$ cat src/rtl/pc_fetch_sequencer_pkg.sv
// Shared types and defaults for the program-counter fetch sequencer.
package pc_fetch_sequencer_pkg;
  localparam int          DEF_ADDR_W      = 32;
  localparam logic [31:0] DEF_RESET_VEC   = 32'h0000_0000;
  localparam int          DEF_INSTR_BYTES = 4;

  typedef logic [DEF_ADDR_W-1:0] addr_t;

  typedef enum logic [1:0] {
    S_CLEAR = 2'd0,
    S_HALT  = 2'd1,
    S_ISSUE = 2'd2,
    S_REQ   = 2'd3
  } pc_state_e;
endpackage

$ cat src/rtl/pc_fetch_sequencer_if.sv
// Start-up control, fetch handshake and decode-side pc signals of the sequencer.
interface pc_fetch_sequencer_if #(
  parameter int ADDR_W = 32
);
  logic              enable;
  logic              clear_pc;
  logic              stall;
  logic              br_taken;
  logic [ADDR_W-1:0] br_target;
  logic              fetch_req;
  logic [ADDR_W-1:0] fetch_addr;
  logic              fetch_ack;
  logic [ADDR_W-1:0] pc;
  logic              pc_valid;
  logic              running;

  modport master (
    input  enable, clear_pc, stall, br_taken, br_target, fetch_ack,
    output fetch_req, fetch_addr, pc, pc_valid, running
  );

  modport slave (
    output enable, clear_pc, stall, br_taken, br_target, fetch_ack,
    input  fetch_req, fetch_addr, pc, pc_valid, running
  );
endinterface

$ cat src/rtl/pc_fetch_sequencer_next.sv
// Next-address arithmetic: aligns a redirect target and forms the sequential successor.
module pc_next_calc #(
  parameter int ADDR_W      = 32,
  parameter int INSTR_BYTES = 4
) (
  input  logic [ADDR_W-1:0] base_i,
  input  logic [ADDR_W-1:0] target_i,
  input  logic              redirect_i,
  output logic [ADDR_W-1:0] aligned_target_o,
  output logic [ADDR_W-1:0] next_o
);
  localparam logic [ADDR_W-1:0] LOW_MASK = ADDR_W'(INSTR_BYTES - 1);
  localparam logic [ADDR_W-1:0] STEP     = ADDR_W'(INSTR_BYTES);

  // Sequential increment wraps silently at the top of the address space.
  assign aligned_target_o = target_i & ~LOW_MASK;
  assign next_o           = redirect_i ? aligned_target_o : base_i + STEP;
endmodule

$ cat src/rtl/pc_fetch_sequencer.sv
// Turns enable/clear_pc into a running pc with a one-outstanding instruction fetch handshake.
module pc_fetch_sequencer
  import pc_fetch_sequencer_pkg::*;
#(
  parameter int                ADDR_W      = DEF_ADDR_W,
  parameter logic [ADDR_W-1:0] RESET_VEC   = ADDR_W'(DEF_RESET_VEC),
  parameter int                INSTR_BYTES = DEF_INSTR_BYTES
) (
  input logic                  clk,
  input logic                  rst,
  pc_fetch_sequencer_if.master bus_if
);
  pc_state_e         state_q, state_d;
  logic              fetch_req_q, fetch_req_d;
  logic [ADDR_W-1:0] fetch_addr_q, fetch_addr_d;
  logic [ADDR_W-1:0] pc_q, pc_d;
  logic              pc_valid_q, pc_valid_d;
  logic              squash_q, squash_d;
  logic [ADDR_W-1:0] next_addr_q, next_addr_d;
  logic [ADDR_W-1:0] target_al;
  logic [ADDR_W-1:0] calc_next;

  pc_next_calc #(.ADDR_W(ADDR_W), .INSTR_BYTES(INSTR_BYTES)) u_next (
    .base_i           (fetch_addr_q),
    .target_i         (bus_if.br_target),
    .redirect_i       (bus_if.br_taken),
    .aligned_target_o (target_al),
    .next_o           (calc_next)
  );

  always_ff @(posedge clk) begin
    if (rst) begin
      state_q      <= S_CLEAR;
      fetch_req_q  <= 1'b0;
      fetch_addr_q <= RESET_VEC;
      pc_q         <= RESET_VEC;
      pc_valid_q   <= 1'b0;
      squash_q     <= 1'b0;
      next_addr_q  <= RESET_VEC;
    end else begin
      state_q      <= state_d;
      fetch_req_q  <= fetch_req_d;
      fetch_addr_q <= fetch_addr_d;
      pc_q         <= pc_d;
      pc_valid_q   <= pc_valid_d;
      squash_q     <= squash_d;
      next_addr_q  <= next_addr_d;
    end
  end

  always_comb begin
    state_d      = state_q;
    fetch_req_d  = fetch_req_q;
    fetch_addr_d = fetch_addr_q;
    pc_d         = pc_q;
    pc_valid_d   = 1'b0;
    squash_d     = squash_q;
    next_addr_d  = next_addr_q;

    if (bus_if.clear_pc) begin
      state_d     = S_CLEAR;
      fetch_req_d = 1'b0;
      squash_d    = 1'b0;
      next_addr_d = RESET_VEC;
      pc_d        = RESET_VEC;
    end else begin
      unique case (state_q)
        S_CLEAR: state_d = bus_if.enable ? S_ISSUE : S_HALT;
        S_HALT: begin
          if (bus_if.br_taken) next_addr_d = target_al;
          if (bus_if.enable)   state_d     = S_ISSUE;
        end
        S_ISSUE: begin
          // A redirect consumes the issue slot so the stale next_addr is never fetched.
          if (bus_if.br_taken) next_addr_d = target_al;
          if (!bus_if.enable) begin
            state_d = S_HALT;
          end else if (!bus_if.br_taken && !bus_if.stall) begin
            fetch_req_d  = 1'b1;
            fetch_addr_d = next_addr_q;
            state_d      = S_REQ;
          end
        end
        S_REQ: begin
          if (bus_if.fetch_ack) begin
            fetch_req_d = 1'b0;
            squash_d    = 1'b0;
            if (!squash_q && !bus_if.br_taken) begin
              pc_d       = fetch_addr_q;
              pc_valid_d = 1'b1;
            end
            // A redirect taken earlier in this request already sits in next_addr.
            if (!(squash_q && !bus_if.br_taken)) next_addr_d = calc_next;
            state_d = bus_if.enable ? S_ISSUE : S_HALT;
          end else if (bus_if.br_taken) begin
            squash_d    = 1'b1;
            next_addr_d = target_al;
          end
        end
        default: state_d = S_CLEAR;
      endcase
    end
  end

  assign bus_if.fetch_req  = fetch_req_q;
  assign bus_if.fetch_addr = fetch_addr_q;
  assign bus_if.pc         = pc_q;
  assign bus_if.pc_valid   = pc_valid_q;
  assign bus_if.running    = (state_q == S_ISSUE) || (state_q == S_REQ);
endmodule

$ cat src/flat_wrapper.sv
// flat-port wrapper written by rule: the top's interface ports become plain ports
module pc_fetch_sequencer_flat import pc_fetch_sequencer_pkg::*;
#(
  parameter int                ADDR_W      = DEF_ADDR_W,
  parameter logic [ADDR_W-1:0] RESET_VEC   = ADDR_W'(DEF_RESET_VEC),
  parameter int                INSTR_BYTES = DEF_INSTR_BYTES
)
  (clk, rst, bus_if_enable, bus_if_clear_pc, bus_if_stall, bus_if_br_taken, bus_if_br_target, bus_if_fetch_ack, bus_if_fetch_req, bus_if_fetch_addr, bus_if_pc, bus_if_pc_valid, bus_if_running);
  pc_fetch_sequencer_if #(.ADDR_W(ADDR_W)) bus_if_i ();
  input logic clk;
  input logic rst;
  input wire logic [$bits(bus_if_i.enable)-1:0] bus_if_enable;
  input wire logic [$bits(bus_if_i.clear_pc)-1:0] bus_if_clear_pc;
  input wire logic [$bits(bus_if_i.stall)-1:0] bus_if_stall;
  input wire logic [$bits(bus_if_i.br_taken)-1:0] bus_if_br_taken;
  input wire logic [$bits(bus_if_i.br_target)-1:0] bus_if_br_target;
  input wire logic [$bits(bus_if_i.fetch_ack)-1:0] bus_if_fetch_ack;
  output wire logic [$bits(bus_if_i.fetch_req)-1:0] bus_if_fetch_req;
  output wire logic [$bits(bus_if_i.fetch_addr)-1:0] bus_if_fetch_addr;
  output wire logic [$bits(bus_if_i.pc)-1:0] bus_if_pc;
  output wire logic [$bits(bus_if_i.pc_valid)-1:0] bus_if_pc_valid;
  output wire logic [$bits(bus_if_i.running)-1:0] bus_if_running;
  assign bus_if_i.enable = bus_if_enable;
  assign bus_if_i.clear_pc = bus_if_clear_pc;
  assign bus_if_i.stall = bus_if_stall;
  assign bus_if_i.br_taken = bus_if_br_taken;
  assign bus_if_i.br_target = bus_if_br_target;
  assign bus_if_i.fetch_ack = bus_if_fetch_ack;
  assign bus_if_fetch_req = bus_if_i.fetch_req;
  assign bus_if_fetch_addr = bus_if_i.fetch_addr;
  assign bus_if_pc = bus_if_i.pc;
  assign bus_if_pc_valid = bus_if_i.pc_valid;
  assign bus_if_running = bus_if_i.running;
  pc_fetch_sequencer #(.ADDR_W(ADDR_W), .RESET_VEC(RESET_VEC), .INSTR_BYTES(INSTR_BYTES)) u_core (.clk(clk), .rst(rst), .bus_if(bus_if_i));
endmodule
$ cat config.mk
export PLATFORM = sky130hd
export DESIGN_NAME = pc_fetch_sequencer_flat
export DESIGN_NICKNAME = d
export VERILOG_FILES = /design/src/rtl/pc_fetch_sequencer_pkg.sv /design/src/rtl/pc_fetch_sequencer_if.sv /design/src/rtl/pc_fetch_sequencer_next.sv /design/src/rtl/pc_fetch_sequencer.sv /design/src/flat_wrapper.sv
export SDC_FILE = /design/constraint.sdc
export NUM_CORES = 1
export LEC_CHECK = 0
export ABC_CLOCK_PERIOD_IN_PS = 2100
export BUFFER_PORTS_ARGS = -buffer_cell sky130_fd_sc_hd__clkbuf_2
export CAP_MARGIN = 20
export CORE_MARGIN = 5
export CORE_UTILIZATION = 45
export CTS_BUF_LIST = sky130_fd_sc_hd__clkbuf_16
export DETAILED_ROUTE_END_ITERATION = 7
export PLACE_DENSITY_LB_ADDON = 0.08
export SETUP_SLACK_MARGIN = 0.2
export SYNTH_ARGS = -nofsm -noshare
export SYNTH_HDL_FRONTEND = slang
export SYNTH_SLANG_ARGS = --single-unit
$ cat constraint.sdc
create_clock -name clk -period 2.1 [get_ports clk]
set_input_delay 0.105 -clock clk [delete_from_list [all_inputs] [get_ports clk]]
set_output_delay 0.105 -clock clk [all_outputs]
set_load 0.05 [all_outputs]
# Yosys cells after proc, flatten, opt, wreduce, memory -nomap -nowiden
# Cells that the tools add are included.
totals:
  word_cells: 58
  regBits: 101
  out_inout_bits: 67
op_classes:
  bitwise_logic: 3
  eq_ne: 9
  n_reduce_logical: 20
  add_sub_neg: 1
  muxes: 18
ops:
  columns: ["cell", "n"]
  rows:
  - ["$mux 32", 4]
  - ["$pmux 32 s2", 1]
  - ["$add 32x3->32 const B", 1]
  - ["$mux 2", 5]
  - ["$pmux 2 s4", 1]
  - ["$reduce_and 4->1", 2]
  - ["$mux 1", 6]
  - ["$ne 2x2->1 const B", 3]
  - ["$reduce_and 3->1", 2]
  - ["$reduce_bool 2->1", 3]
  - ["$eq 2x2->1 const B", 2]
  - ["$reduce_and 2->1", 2]
  - ["$reduce_or 2->1", 2]
  - ["$reduce_or 4->1", 1]
  - ["$logic_and 1x1->1", 3]
  - ["$logic_not 1->1", 3]
  - ["$ne 3x2->1 const B", 1]
  - ["$ne 3x3->1 const B", 1]
  - ["$not 1->1", 3]
  - ["$eq 2x1->1 const B", 1]
  - ["$logic_not 2->1", 1]
  - ["$ne 2x1->1 const B", 1]
  - ["$pmux 1 s2", 1]
  - ["$logic_or 1x1->1", 1]

# Depth between registers and ports, before layout
# Gate-level depths: netlist (run 1).
logic_depth:
  ltp_word: 5
  ltp_mapped: 9

# By module
# Synthesis (run 1) repeated with hierarchy kept, for this count alone.
unflattened:
  cells_unflattened: 713
  hier_area_um2: 5246.3
modules_own_cells:
  columns: ["module", "instances", "area_each_um2", "cells_per_inst", "seq_area_each_um2"]
  rows:
  - ["pc_fetch_sequencer", 1, 3981.3, 505, 2021.9]
  - ["pc_next_calc", 1, 1265.0, 208, 0.0]

# Worst setup path before layout (run 1)
# Ideal clock, no wire load.
synth_path:
  path_type: "reg-to-reg"
  start: "register u_core.fetch_addr_q[3] (netlist: u_core.bus_if.fetch_addr[3])"
  end: "register u_core.next_addr_q[30]"
  t_required_ps: 1981
  setup_ps: 119
  path_stages_with_launch: 7
  n_path_buf: 0
  slack_ps: -127
  t_arrival_ps: 2108
  period_less_slack_ps: 2227
  cell_sequence: "dfxtp_1 > ha_1 > nand4_1 > nor4_4 > nand3_1 > mux2i_1 > o221a_2"
synth_between:
  elab_chain_len: 5
synth_lines:
  columns: ["item", "line", "rtl"]
  rows:
  - ["start, declared", "pc_fetch_sequencer.sv:15", "logic [ADDR_W-1:0] fetch_addr_q, fetch_addr_d;"]
  - ["start signal, assigned", "pc_fetch_sequencer.sv:43", "fetch_addr_q <= fetch_addr_d;"]
  - ["$add 32x3->32", "pc_fetch_sequencer_next.sv:17", "assign next_o = redirect_i ? aligned_target_o : base_i + STEP;"]
  - ["$mux 32", "pc_fetch_sequencer_next.sv:17", null]
  - ["$mux 32", "pc_fetch_sequencer.sv:93", "if (!(squash_q && !bus_if.br_taken)) next_addr_d = calc_next;"]
  - ["$mux 32", "pc_fetch_sequencer.sv:85", "if (bus_if.fetch_ack) begin"]
  - ["$pmux 32 s2", "pc_fetch_sequencer.sv:67", "unique case (state_q)"]
  - ["end signal, assigned", "pc_fetch_sequencer.sv:47", "next_addr_q <= next_addr_d;"]
  - ["end, declared", "pc_fetch_sequencer.sv:19", "logic [ADDR_W-1:0] next_addr_q, next_addr_d;"]
# No other way between the ends. The select of a mux whose other input is x is not followed.
# A chain may end at the register's enable or synchronous reset.

# Worst setup path in the final report (run 1)
layout_path:
  start: "register u_core.state_q[0]"
  end: "output bus_if_running"
layout_between:
  elab_chain_len: 2
  elab_cells_between_ends: 3
  cone_classes: "eq/ne: 2; reduce/logical: 1"
layout_lines:
  columns: ["item", "line", "rtl"]
  rows:
  - ["start, declared", "pc_fetch_sequencer.sv:13", "pc_state_e state_q, state_d;"]
  - ["start signal, assigned", "pc_fetch_sequencer.sv:41", "state_q <= state_d;"]
  - ["$eq 2x2->1", "pc_fetch_sequencer.sv:109", "assign bus_if.running = (state_q == S_ISSUE) || (state_q == S_REQ);"]
  - ["$logic_or 1x1->1 (*)", "pc_fetch_sequencer.sv:109", null]
  - ["end, declared", "flat_wrapper.sv:22", "output wire logic [$bits(bus_if_i.running)-1:0] bus_if_running;"]
# Every way passes the cells marked *; elsewhere a longest branch is shown, timed or not.

==> impl_metrics.env, run 1 <==
export IMPL_yosys_warnings=0
export IMPL_die_w_um=111
export IMPL_peakVddDrop_uv=411
export IMPL_num_vias=4651
export IMPL_period_needed_ns=1.81
export IMPL_synth_top_cell_by_area="dfxtp_1"
export IMPL_combinationalPowerShare=0.077
export IMPL_r2r_start="u_core.bus_if.fetch_addr[2]"
export IMPL_dieHeight_um=111
export IMPL_via_per_inst=5.54
export IMPL_port_buffers=103
export IMPL_top_layer="met4"
export IMPL_synth_top_cells_by_area="dfxtp_1 (44%), nand2_1 (12%), a21oi_1 (9.8%)"
export IMPL_netSwitchingFraction=0.237
export IMPL_fin_skew_ns=0.00521
export IMPL_slew_limit_headroom=0.725
export IMPL_fillCellCount=993
export IMPL_slew_violations=0
export IMPL_setup_viol=0
export IMPL_start_kind="flop"
export IMPL_power_switching_mw=0.944
export IMPL_diodes=0
export IMPL_avgSynthCellArea_um2=7.77
export IMPL_ant_nets=0
export IMPL_dp_hpwl_mm=10.1
export IMPL_power_frac_seq=0.489
export IMPL_power_density_mw_per_mm2=687
export IMPL_status="complete, no violations"
export IMPL_clkSlewWorstSetupHoldPaths_ns=0.07
export IMPL_place_ws_ns=0.128
export IMPL_dr_pass1_iters=5
export IMPL_dieArea_mm2=0.0124
export IMPL_synth_common_cells="nand2_1 (151), dfxtp_1 (101), a21oi_1 (91)"
export IMPL_hold_path_class="in2reg"
export IMPL_tightest_slew_ns=0.413
export IMPL_fin_crit_sh=0.861
export IMPL_clock_path_buffers=2
export IMPL_syn_inst=595
export IMPL_synth_cell_types=59
export IMPL_holdPathEnd="u_core.next_addr_q[7]"
export IMPL_synth_fp_nets=639
export IMPL_fmax_mhz=553
export IMPL_antenna_found_initial=0
export IMPL_synth_top_area_frac=0.437
export IMPL_yosys_most_used_dff="dfxtp_1"
export IMPL_hold_depth=3
export IMPL_drive_gt1_frac=0.263
export IMPL_worstSetupPathDepth=4
export IMPL_crit_chain="ha_1 -> buf_4 -> or2_2 -> clkbuf_2"
export IMPL_cts_tree="yes"
export IMPL_grt_max_degree=36
export IMPL_grt_pass1_wl_mm=23.4
export IMPL_wl_per_cell_um=17.1
export IMPL_root_buffer="clkbuf_16"
export IMPL_cp_slowest_cell="dfxtp_1"
export IMPL_maxCapViolCount=0
export IMPL_r2r_end="u_core.next_addr_q[12]"
export IMPL_worst_endpoint_arrival_ns=1.70
export IMPL_leakagePower_nw=2.21
export IMPL_wirelength_mm=14.4
export IMPL_drc=0
export IMPL_hold_start="bus_if_br_target[7]"
export IMPL_ys_seq_elements=101
export IMPL_cts_htree_levels=3
export IMPL_design_portCount=106
export IMPL_cts_buffers=9
export IMPL_cpPeakStageDelay_ns=0.34
export IMPL_grtUsageTotal=0.231
export IMPL_fin_setup_tns_ns=0
export IMPL_setup_worst_path_class="reg2out"
export IMPL_clockPowerShare=0.434
export IMPL_grt_overflow_total=0
export IMPL_critPathMaxFanout=13
export IMPL_cp_required_ns=2.00
export IMPL_nNetsFinal=743
export IMPL_rsz0062_at_grt="true"
export IMPL_regToRegSetupSlack_ns=0.31
export IMPL_wl_met2_mm=6.62
export IMPL_r2r_cells=6
export IMPL_worst_path_buf_inv=2
export IMPL_endpoint_kind="output port"
export IMPL_syn2layout_area_growth_pct=25.1
export IMPL_rows=37
export IMPL_hold_viol=0
export IMPL_gp_congestion=0.875
export IMPL_grt_pass1_vias=4560
export IMPL_start_util=0.454
export IMPL_met3_length_um=882
export IMPL_yosysSeqAreaShare=0.437
export IMPL_wl_met1_mm=6.52
export IMPL_yosysMostFrequentCell="nand2_1"
export IMPL_syn_area_mm2=0.00462
export IMPL_core_area_mm2=0.0102
export IMPL_async_flop_share=0
export IMPL_insertion_delay_ns=0.35
export IMPL_drt_iter0_drc=243
export IMPL_synth_edf_count=0
export IMPL_setup_slack_ns=0.292
export IMPL_p_int_mw=3.03
export IMPL_cts_sinks=101
export IMPL_crit_family="buffers and inverters"
[registers in the layout, indices dropped and copies added (netlist names)]
name and flops:
u_core.bus_if.fetch_addr 32, u_core.bus_if.pc 32, u_core.next_addr_q 32, u_core.state_q 2, u_core.bus_if.fetch_req 1, u_core.bus_if.pc_valid 1
u_core.squash_q 1
[cells in the final DEF (no fill, tap or decap), types with 2 or more instances in the layout]
cell type	instances
clkbuf_16	10
clkbuf_2	103
nand4_1	10
a31oi_1	4
dfxtp_1	83
o21ai_0	23
o221ai_1	5
xnor2_1	3
nand2_1	151
a21o_1	2
nor2_1	24
dfxtp_2	15
clkinv_1	2
o22ai_1	11
a222oi_1	2
nor4_4	2
a21oi_1	91
nand4b_1	2
nor4_1	3
or4_1	2
inv_1	11
ha_1	4
nand3_1	16
dfxtp_4	3
and2_1	2
o211ai_1	2
xor2_1	17
a22oi_1	13
a211o_1	2
clkinv_4	2
and4_1	2
mux2i_1	4
buf_4	33
or2_2	2
nand3b_1	3
nor3_1	5
[per-layer routing]
layer | GRT usage | vias to the layer above
met5 | 0 | -
met4 | 0.0957 | 0
met3 | 0.0370 | 28
met2 | 0.372 | 159
met1 | 0.310 | 2184
li1 | - | 2280
[cell families after synthesis]
| family | synth area share |
|---|---|
| AO/OA/AOI/OAI | 0.219 |
| XOR/XNOR | 0.0379 |
| adder cells (fa/ha/maj) | 0.0135 |
| buffers and inverters | 0.0482 |
| flip-flops | 0.437 |
| multiplexers | 0.00866 |
| AND/OR/NAND/NOR | 0.235 |
[metrics by stage]
stage                     total power [mW]  area [µm²]  utilization  hold WS, ns  std cells
after global placement                2.28        5430        0.533        0.333        822
after floorplan                       2.15        4660            -        0.241        595
after global routing                  4.11        5790        0.568       0.0734        840
after CTS                             4.00        5760        0.565       0.0345        840
after detailed placement              2.29        5430        0.533        0.349        822
final                                 3.98        5790        0.568       0.0368        840
[power groups by stage]
stage	combinational [mW]	sequential (mW)	clock [mW]
after floorplan	0.163	1.99	0
after global placement	0.295	1.99	0
after detailed placement	0.299	1.99	0
after CTS	0.302	1.94	1.75
after global routing	0.334	1.94	1.84
final	0.306	1.94	1.73
[timing repair]
item                                    4_1_cts  5_1_grt
gates cloned                                  0        0
hold buffers                                  1        0
hold endpoints to repair                      1        0
pin swaps                                     1        0
gates resized for setup                       1        6
setup buffers                                 1        0
endpoints found under the setup margin        7       17
[tightest hold or removal path, stage by stage]
cell and delay (ns):
clkbuf_2 0.08, a222oi_1 0.08, nor2_1 0.08
[layout make-up]
type	instances	area, µm²	share of cell area
multi-input combinational	438	2420	0.418
sequential	101	2050	0.355
timing repair buffer	138	793	0.137
clock buffer	10	250	0.0432
tap	136	170	0.0294
clock inverter	6	60.1	0.0104
inverter	11	41.3	0.00714
[worst max path at each step]
stage / startpoint / to / slack (ns)
after detailed placement: u_core.bus_if.fetch_addr[2] / u_core.next_addr_q[12] / 0.13
final: u_core.state_q[0] / bus_if_running / 0.29
after CTS: u_core.state_q[0] / u_core.next_addr_q[5] / 0.22
after global routing: u_core.state_q[0] / u_core.next_addr_q[27] / 0.19
after global placement: u_core.bus_if.fetch_addr[2] / u_core.next_addr_q[12] / 0.17
after floorplan: u_core.bus_if.fetch_addr[3] / u_core.next_addr_q[30] / 0.22
Power figures use the tool's default switching activity.
==> run 2: changes to the inputs <==
--- a/config.mk
+++ b/config.mk
@@ -5,6 +5,7 @@
 export SDC_FILE = /design/constraint.sdc
 export NUM_CORES = 1
 export LEC_CHECK = 0
+export ABC_AREA = 1
 export ABC_CLOCK_PERIOD_IN_PS = 2100
 export BUFFER_PORTS_ARGS = -buffer_cell sky130_fd_sc_hd__clkbuf_2
 export CAP_MARGIN = 20
==> run 2 against run 1 <==
  * Sequential power about the same
  * Sequential share of layout area shrank 2.7 points
  * Critical path depth rose by 7
  * Register-to-register slack worse by 0.05 ns
  * Maximum frequency shrank 1.6%
  * Area after synthesis up 9.7%
  * First-iteration DRC count increased by 44%
  * Routed wire length up 16%
  * Die area up 8.8%
  * Clock power is 14% lower
  * Critical path type is now reg2reg
  * Critical endpoint is now u_core.next_addr_q[28]
==> impl_metrics.env, run 2 <==
export IMPL_r2r_end="u_core.next_addr_q[28]"
export IMPL_synth_top_area_frac=0.399
export IMPL_place_area_mm2=0.00583
export IMPL_leakagePower_nw=2.59
export IMPL_syn_area_mm2=0.00507
export IMPL_final_core_util=0.567
export IMPL_rsz0062_at_grt="true"
export IMPL_synth_fp_nets=773
export IMPL_fin_setup_tns_ns=0
export IMPL_grt_max_degree=35
export IMPL_die_w_um=116
export IMPL_clock_path_buffers=2
export IMPL_ctsHoldBuffers=0
export IMPL_setup_viol=0
export IMPL_netSwitchingFraction=0.253
export IMPL_fin_skew_ns=0.00882
export IMPL_hold_ws_ns=0.0660
export IMPL_yosysSeqAreaShare=0.399
export IMPL_start_util=0.464
export IMPL_synth_top_cells_by_area="dfxtp_1 (40%), nand2_1 (12%), nor2_1 (8.4%)"
export IMPL_start_kind="flop"
export IMPL_wl_per_cell_um=17.0
export IMPL_critPathMaxFanout=6
export IMPL_dr_pass1_iters=5
export IMPL_power_frac_seq=0.516
export IMPL_grtUsageTotal=0.254
export IMPL_core_area_mm2=0.0109
export IMPL_root_buffer="clkbuf_16"
export IMPL_design_area_mm2=0.00620
export IMPL_endpoint_kind="flop"
export IMPL_dieArea_mm2=0.0135
export IMPL_drt_iter0_drc=349
export IMPL_setup_worst_path_class="reg2reg"
export IMPL_cts_sinks=101
export IMPL_layout_common_cells="nand2_1 (164), nor2_1 (106), clkbuf_2 (103)"
export IMPL_slew_violations=0
export IMPL_crit_family="simple AND/OR/NAND/NOR gates"
export IMPL_slew_limit_headroom=0.436
export IMPL_dp_hpwl_mm=12.6
export IMPL_holdPathEnd="u_core.next_addr_q[10]"
export IMPL_drc=0
export IMPL_hold_depth=3
export IMPL_period_needed_ns=1.84
export IMPL_yosys_warnings=0
export IMPL_nNetsFinal=883
export IMPL_grt_pass1_vias=5029
export IMPL_worst_path_buf_inv=0
export IMPL_p_int_mw=2.84
export IMPL_maxCapViolCount=0
export IMPL_cts_htree_levels=3
export IMPL_synth_top_cell_by_area="dfxtp_1"
export IMPL_synth_cell_types=35
export IMPL_yosysMostFrequentCell="nand2_1"
export IMPL_port_buffers=103
export IMPL_clkSlewWorstSetupHoldPaths_ns=0.07
export IMPL_gp_congestion=0.953
export IMPL_synth_common_cells="nand2_1 (164), nor2_1 (114), dfxtp_1 (101)"
export IMPL_drive_gt1_frac=0.224
export IMPL_dieHeight_um=116
export IMPL_yosys_most_used_dff="dfxtp_1"
export IMPL_rows=38
export IMPL_power_density_mw_per_mm2=613
export IMPL_ys_seq_elements=101
export IMPL_async_flop_share=0
export IMPL_insertion_delay_ns=0.35
export IMPL_cp_required_ns=2.38
export IMPL_via_per_inst=5.36
export IMPL_grt_pass1_wl_mm=26.5
export IMPL_peakVddDrop_uv=647
export IMPL_cts_tree="yes"
export IMPL_grt_overflow_total=0
export IMPL_hold_start="bus_if_br_target[10]"
export IMPL_syn2layout_area_growth_pct=22.2
export IMPL_cp_slowest_cell="dfxtp_2"
export IMPL_fmax_mhz=545
export IMPL_hold_path_class="in2reg"
export IMPL_r2r_start="u_core.bus_if.fetch_addr[3]"
export IMPL_regToRegSetupSlack_ns=0.26
export IMPL_combinationalPowerShare=0.094
export IMPL_antenna_found_initial=0
export IMPL_design_portCount=106
export IMPL_r2r_cells=11
export IMPL_synth_edf_count=0
export IMPL_ant_nets=0
export IMPL_status="complete, no violations"
export IMPL_syn_inst=729
export IMPL_fin_crit_sh=0.875
export IMPL_wirelength_mm=16.7
export IMPL_num_vias=5270
export IMPL_avgSynthCellArea_um2=6.96
export IMPL_hold_viol=0
export IMPL_crit_chain="ha_1 -> nand2_1 -> nor2_2 -> nand2_1 -> nor2_2 -> nand2_1 -> nand2_1 -> nand3_1 -> nand2_1 -> nand2_1 -> a21oi_1"
export IMPL_clockPowerShare=0.390
export IMPL_power_switching_mw=0.962
export IMPL_cts_buffers=9
export IMPL_tightest_slew_ns=0.845
export IMPL_cpPeakStageDelay_ns=0.39
export IMPL_final_common_cell="nand2_1"
export IMPL_worst_endpoint_arrival_ns=2.11
export IMPL_crit_path_frequent_cell="nand2_1"
export IMPL_diodes=0
==> run 2: changes by cell type after synthesis, sizes merged, moves of 8 or more <==
cell    previous run  this run
xor2              17         7
clkbuf            35        19
nor2              26       120
a21oi             92        72
a211oi             2        29
nand4             11         3
nand2            151       169
inv               11        60
o21ai             24        66
a22oi             13         0
nand3             16        28
==> run 2: worst min-delay path: cells and delay by family <==
kind	cells	cell delay (ns)
compound gates	1	0.11
buf+inv	1	0.08
simple gates	1	0.08
==> run 2: cells by family after synthesis <==
family | count (synthesis) | share of synthesized area
buffers and inverters | 96 | 0.0784
DFF | 101 | 0.399
adders and majority gates | 5 | 0.0123
and+or+nand+nor | 328 | 0.270
xor gates and xnor gates | 8 | 0.0138
AOI/OAI and AO/OA | 191 | 0.227
==> run 2: area by class of cell <==
type	count	area [µm²]
fillers	1092	4740
clock inverters	7	27.5
inverters	60	233
repair buffers	135	810
flip-flops and latches	101	2030
multi-input cells	532	2700
clock buffers	9	225
well taps	140	175
==> run 2: worst max-delay path by stage <==
stage / start / endpoint / slack, ns / cells past startpoint
after CTS: u_core.bus_if.fetch_addr[3] / u_core.next_addr_q[26] / 0.17 / 9
after floorplan: u_core.bus_if.fetch_addr[5] / u_core.next_addr_q[24] / 0.28 / 11
after detailed placement: u_core.state_q[0] / u_core.next_addr_q[26] / 0.15 / 9
after global routing: u_core.bus_if.fetch_addr[3] / u_core.next_addr_q[26] / 0.15 / 9
final: u_core.bus_if.fetch_addr[3] / u_core.next_addr_q[28] / 0.26 / 11
after global placement: u_core.bus_if.fetch_addr[3] / u_core.next_addr_q[24] / 0.19 / 12
==> run 2: through the flow <==
| stage | instances | setup WS, ns | total power [mW] |
|---|---|---|---|
| 2_1_floorplan | 729 | 0.280 | 2.21 |
| 3_3_place_gp | 963 | 0.190 | 2.34 |
| 3_5_place_dp | 963 | 0.145 | 2.35 |
| 4_1_cts | 979 | 0.166 | 3.82 |
| 5_1_grt | 984 | 0.154 | 3.95 |
| 6_report | 984 | 0.264 | 3.80 |
==> run 2: per-layer routing <==
layer	share of wire	wire length, µm	global-route usage
met4	0.016	264	0.0696
met5	0	0	0
met2	0.45	7580	0.410
met3	0.066	1110	0.0544
met1	0.46	7730	0.345
==> run 2: power groups by stage <==
stage / registers (mW) / clock network, mW / logic (mW)
after floorplan: 2.02 / 0 / 0.196
after CTS: 1.96 / 1.51 / 0.347
after detailed placement: 2.00 / 0 / 0.344
after global routing: 1.96 / 1.60 / 0.395
after global placement: 2.00 / 0 / 0.336
final: 1.96 / 1.48 / 0.359
==> run 2: what timing repair did <==
| action | 4_1_cts | 5_1_grt |
|---|---|---|
| endpoints found under the setup margin | 24 | 56 |
| setup buffers | 0 | 5 |
| pin swaps | 0 | 4 |
| resized for setup | 3 | 19 |
